`src/rtl/prbs_pattern_gen.sv`:
```
// Pattern/PRBS stimulus generator: emits a captured preamble n times, then a
// PRBS7/15/23/31 stream seeded from it. Define PRBS_ERR_INJ_EN to add err_inj.
module prbs_pattern_gen #(
    parameter int PAT_W = 32,
    parameter int OUT_W = 8,
    parameter int N_W   = 8
) (
    input  logic             clk,
    input  logic             rst,
    input  logic             data_valid,
    input  logic [PAT_W-1:0] in,
    input  logic [N_W-1:0]   n,
    input  logic [1:0]       poly_sel,
    input  logic             restart,
`ifdef PRBS_ERR_INJ_EN
    input  logic             err_inj,
`endif
    output logic [OUT_W-1:0] PRBS_OUT,
    output logic             out_valid,
    output logic [1:0]       phase
);

    // Handshake: a word is produced on every edge that samples data_valid=1
    // with restart=0; out_valid marks it for exactly that following cycle.
    localparam int BEATS = PAT_W / OUT_W;
    localparam int BW    = $clog2(BEATS + 1);

    localparam logic [1:0] PH_IDLE    = 2'd0;
    localparam logic [1:0] PH_PATTERN = 2'd1;
    localparam logic [1:0] PH_PRBS    = 2'd2;

    logic [PAT_W-1:0] pat_q;
    logic [N_W-1:0]   n_q;
    logic [1:0]       poly_q;
    logic [BW-1:0]    beat_cnt;
    logic [N_W-1:0]   rep_cnt;
    logic [30:0]      lfsr;

    logic             start;
    logic             go_prbs;
    logic [PAT_W-1:0] pat_src;
    logic [1:0]       poly_src;
    logic [BW-1:0]    beat_idx;
    logic [BW-1:0]    beat_nxt;
    logic [N_W-1:0]   rep_src;
    logic [OUT_W-1:0] beat_word;
    logic [PAT_W-1:0] pat_shift;
    int               shamt;
    logic [30:0]      seed_src;
    logic [30:0]      seed_mask;
    logic [30:0]      seed;
    logic [30:0]      lfsr_src;
    logic [30:0]      prbs_next;
    logic [OUT_W-1:0] prbs_word;
    logic [OUT_W-1:0] word_out;

    assign start    = (phase == PH_IDLE) && data_valid && !restart;
    assign pat_src  = start ? in : pat_q;
    assign poly_src = start ? poly_sel : poly_q;
    assign beat_idx = start ? '0 : beat_cnt;
    assign rep_src  = start ? '0 : rep_cnt;
    assign go_prbs  = (start && (n == '0)) || (phase == PH_PRBS) ||
                      ((phase == PH_PATTERN) && (rep_cnt == n_q));

    // Beat k is the k-th OUT_W slice counted from the pattern MSB.
    always_comb begin
        shamt     = (BEATS - 1 - int'(beat_idx)) * OUT_W;
        pat_shift = pat_src >> shamt;
        beat_word = pat_shift[OUT_W-1:0];
        beat_nxt  = beat_idx + BW'(1);
    end

    always_comb begin
        seed_src = '0;
        for (int i = 0; i < 31; i++) begin
            if (i < PAT_W) seed_src[i] = in[i % PAT_W];
        end
        case (poly_sel)
            2'd0:    seed_mask = 31'h0000_007F;
            2'd1:    seed_mask = 31'h0000_7FFF;
            2'd2:    seed_mask = 31'h007F_FFFF;
            default: seed_mask = 31'h7FFF_FFFF;
        endcase
        seed = seed_src & seed_mask;
        if (seed == '0) seed = 31'h7FFF_FFFF;
    end

    assign lfsr_src = start ? seed : lfsr;

    // Bits above L-1 carry stale history but are never tapped, so the whole
    // 31-bit register can shift uniformly for every polynomial.
    always_comb begin
        logic [30:0] s;
        logic [4:0]  ta;
        logic [4:0]  tb;
        logic        fb;
        s  = lfsr_src;
        fb = 1'b0;
        prbs_word = '0;
        case (poly_src)
            2'd0:    begin ta = 5'd6;  tb = 5'd5;  end
            2'd1:    begin ta = 5'd14; tb = 5'd13; end
            2'd2:    begin ta = 5'd22; tb = 5'd17; end
            default: begin ta = 5'd30; tb = 5'd27; end
        endcase
        for (int i = 0; i < OUT_W; i++) begin
            fb = s[ta] ^ s[tb];
            prbs_word[OUT_W-1-i] = fb;
            s = {s[29:0], fb};
        end
        prbs_next = s;
    end

    always_comb begin
        word_out = prbs_word;
`ifdef PRBS_ERR_INJ_EN
        word_out[0] = prbs_word[0] ^ err_inj;
`endif
    end

    always_ff @(posedge clk or posedge rst) begin
        if (rst) begin
            PRBS_OUT  <= '0;
            out_valid <= 1'b0;
            phase     <= PH_IDLE;
            pat_q     <= '0;
            n_q       <= '0;
            poly_q    <= '0;
            beat_cnt  <= '0;
            rep_cnt   <= '0;
            lfsr      <= 31'h7FFF_FFFF;
        end else if (restart) begin
            PRBS_OUT  <= '0;
            out_valid <= 1'b0;
            phase     <= PH_IDLE;
            beat_cnt  <= '0;
            rep_cnt   <= '0;
            lfsr      <= 31'h7FFF_FFFF;
        end else if (data_valid) begin
            out_valid <= 1'b1;
            if (start) begin
                pat_q  <= in;
                n_q    <= n;
                poly_q <= poly_sel;
            end
            if (go_prbs) begin
                PRBS_OUT <= word_out;
                phase    <= PH_PRBS;
                lfsr     <= prbs_next;
            end else begin
                PRBS_OUT <= beat_word;
                phase    <= PH_PATTERN;
                lfsr     <= lfsr_src;
                if (beat_nxt == BW'(BEATS)) begin
                    beat_cnt <= '0;
                    rep_cnt  <= rep_src + N_W'(1);
                end else begin
                    beat_cnt <= beat_nxt;
                    rep_cnt  <= rep_src;
                end
            end
        end else begin
            out_valid <= 1'b0;
        end
    end

endmodule

```
`config.mk`:
```
export PLATFORM = sky130hd
export DESIGN_NAME = prbs_pattern_gen
export DESIGN_NICKNAME = d
export VERILOG_FILES = /design/src/rtl/prbs_pattern_gen.sv
export SDC_FILE = /design/constraint.sdc
export NUM_CORES = 1
export LEC_CHECK = 0
export ABC_CLOCK_PERIOD_IN_PS = 3400
export BUFFER_PORTS_ARGS = -buffer_cell sky130_fd_sc_hd__buf_4
export CORE_UTILIZATION = 40
export CTS_CLUSTER_DIAMETER = 150
export DETAILED_ROUTE_END_ITERATION = 16
export SYNTH_ARGS = -nofsm -noshare
export SYNTH_HDL_FRONTEND = slang
export SYNTH_SLANG_ARGS = --single-unit
```
`constraint.sdc`:
```
create_clock -name clk -period 3.4 [get_ports clk]
set_input_delay 0.34 -clock clk [delete_from_list [all_inputs] [get_ports clk]]
set_output_delay 0.34 -clock clk [all_outputs]
set_load 0.02 [all_outputs]
```
==> results.json <==
{
  "outcome": "finished, violations left",
  "violations": "design-rule violations",
  "cp_cell_sequence": "or4b_4 > nand2_1 > inv_1 > ha_1 > xnor2_1 > and2_1 > and4_1 > and4_1 > o21ai_0 > a32o_1",
  "track_usage_pct": 27.5,
  "syn_nets": 794,
  "yosys_warnings": 0,
  "r2r-end": "rep_cnt[7]",
  "cts_buffers": 9,
  "maxCapViolCount": 0,
  "drcViolationCount": 2,
  "hold_viol_final": 0,
  "required_ns": 3.65,
  "rows": 44,
  "cp_max_fo": 33,
  "ff2ff_path_depth": 10,
  "detail_route.first_pass.iterations": 14,
  "die_h_um": 125,
  "worst_setup_path_end_kind": "register",
  "cpMostUsedCell": "and4_1",
  "syn_area_per_cell_sq_um": 8.16,
  "clock_sinks": 95,
  "p_per_area_nw_per_um2": 524,
  "gp_congestion": 0.996,
  "cts.repair.resized": 0,
  "skew_ns": 0.00926,
  "area_growth_syn_to_layout_pct": 16.3,
  "ys_async_sr_fraction_pct": 100,
  "setup_viol": 0,
  "die_w_um": 125,
  "max_freq_ghz": 0.311,
  "grt_first_pass_wirelength_um": 33100,
  "vdd_ir_drop_max_mv": 0.247,
  "min_period_ns": 3.21,
  "wire_per_inst_um": 21.4,
  "rrSetupSlack_ns": 0.19,
  "cts_buffer_depth": 2,
  "p_leak_nw": 3.09,
  "seq_area_frac_synth_pct": 39.7,
  "syn_inst": 745,
  "worstPathArrival_ns": 3.46,
  "num_vias": 5872,
  "antenna_found_initial": 0,
  "ys_seq_elements": 95,
  "finalSetupTns_ns": 0,
  "cts_htree_levels": 3,
  "holdBufCountCts": 0,
  "cpPeakStageDelay_ns": 0.76,
  "grt_max_degree": 96,
  "core-area_sq_um": 14700,
  "nets": 835,
  "cts-root-buf": "clkbuf_16",
  "clkLatencyLatePin_ns": 0.36,
  "fin_crit_sh_pct": 94.4,
  "antenna_cells": 0,
  "layout_common_cells": "nand2_1 (192), buf_4 (79), dfrtp_1 (62), nor2_1 (60), a21oi_1 (50)",
  "wl_um": 20800,
  "overflow": 0,
  "crit_path_start_kind": "register",
  "ys.flop_type": "dfrtp_1",
  "viasPerCell": 6.02,
  "drtIter0Drc": 567,
  "power_w": 0.00370,
  "syn_area_sq_um": 6080,
  "layout-drive-gt1-share_pct": 20.2,
  "crit_slowest_cell": "or4b_4",
  "cts_setup_buffers": 0,
  "rsz0062_at_grt": "false",
  "netlist-cell-type-count": 72,
  "synth-edff-count": 0,
  "path_clk_slew_ns": 0.07,
  "tritoncts": "yes",
  "critPathBufInv": 1,
  "rr_startpoint": "phase[1]",
  "die_area_sq_um": 15700,
  "final_antenna_net_count": 0,
  "port-buffer-count": 56,
  "critical-path-top-delay-family": "simple AND/OR/NAND/NOR gates",
  "slew_headroom_pct": 47.4,
  "ioPinCount": 57,
  "dp_hpwl_um": 15300,
  "initial_core_util_pct": 41.4,
  "maxSlewViolCount": 0,
  "tightest_slew_ns": 0.779,
  "first_global_vias": 5681,
  "layout_commonest_cell": "nand2_1",
  "hp-class": "primary input to async pin",
  "crit_type": "register to register"
}
-- sequential cells by signal (all words and copies together), names as in the netlist --
name       cells
rep_cnt        8
lfsr          31
PRBS_OUT       8
poly_q         2
pat_q         32
n_q            8
out_valid      1
phase          2
beat_cnt       3
-- metal layers --
metal | track usage (%) | wire (um) | vias to the layer above
li1 | - | - | 2724
met1 | 37.3 | 9490 | 2855
met2 | 42.3 | 9410 | 234
met3 | 5.35 | 1080 | 59
met4 | 12.8 | 852 | 0
met5 | 0 | 0 | -
-- worst max path at each step --
stage,start,to,slack [ns],cells after the start
6_report,phase[1],rep_cnt[7],0.19,10
5_1_grt,phase[1],rep_cnt[7],0.05,10
4_1_cts,phase[1],rep_cnt[7],0.21,10
3_5_place_dp,restart,rep_cnt[7],0.19,11
3_3_place_gp,restart,PRBS_OUT[0],0.24,10
2_1_floorplan,phase[1],rep_cnt[7],0.06,15
-- report_power, final --
group	switching [W]	internal (W)	leakage, nW	total (W)
Sequential	0.000121	0.00131	1.14	0.00143
Combinational	0.000713	0.000438	1.80	0.00115
Clock	0.000469	0.000649	0.153	0.00112
-- metrics by stage --
step	instances	hold WS [ns]	area (sq um)	setup WS (ns)	util, %
6_report	975	0.0723	7070	0.189	48.1
5_1_grt	975	0.148	7070	0.0458	48.1
4_1_cts	975	0.129	7070	0.209	48.1
3_5_place_dp	959	0.457	6750	0.191	45.9
3_3_place_gp	959	0.448	6750	0.238	45.9
2_1_floorplan	745	0.436	6090	0.0556	-
-- Yosys cell counts (11+ instances only) --
master | number | area [sq um]
a211o_1 | 11 | 96.3
a21oi_1 | 51 | 255
buf_1 | 11 | 41.3
clkbuf_1 | 28 | 105
dfrtp_1 | 64 | 1600
dfstp_2 | 31 | 815
inv_1 | 11 | 41.3
mux2i_1 | 18 | 180
nand2_1 | 192 | 721
nand2b_1 | 13 | 81.3
nand3_1 | 12 | 60.1
nor2_1 | 60 | 225
o21ai_0 | 44 | 220
xnor2_1 | 15 | 131
-- kinds of logic after synthesis --
family,synth area share (%)
mux,4.44
simple gates,23.1
flops,39.7
compound gates,24.0
fa+ha+maj,0.617
buf+inv,4.59
xor+xnor,3.46
-- area by class of cell --
class | count | area [sq um]
timing repair buffer | 82 | 653
inverter | 13 | 50.0
sequential | 95 | 2420
clock buffer | 10 | 229
multi-input combinational | 585 | 3400
tap | 184 | 230
fill | 1420 | 7630
clock inverter | 6 | 90.1
-- worst min-delay path: cells and delay by family --
family	cells	cell delay, ns
buf+inv	3	0.53
(Power assumes the default switching activity.)
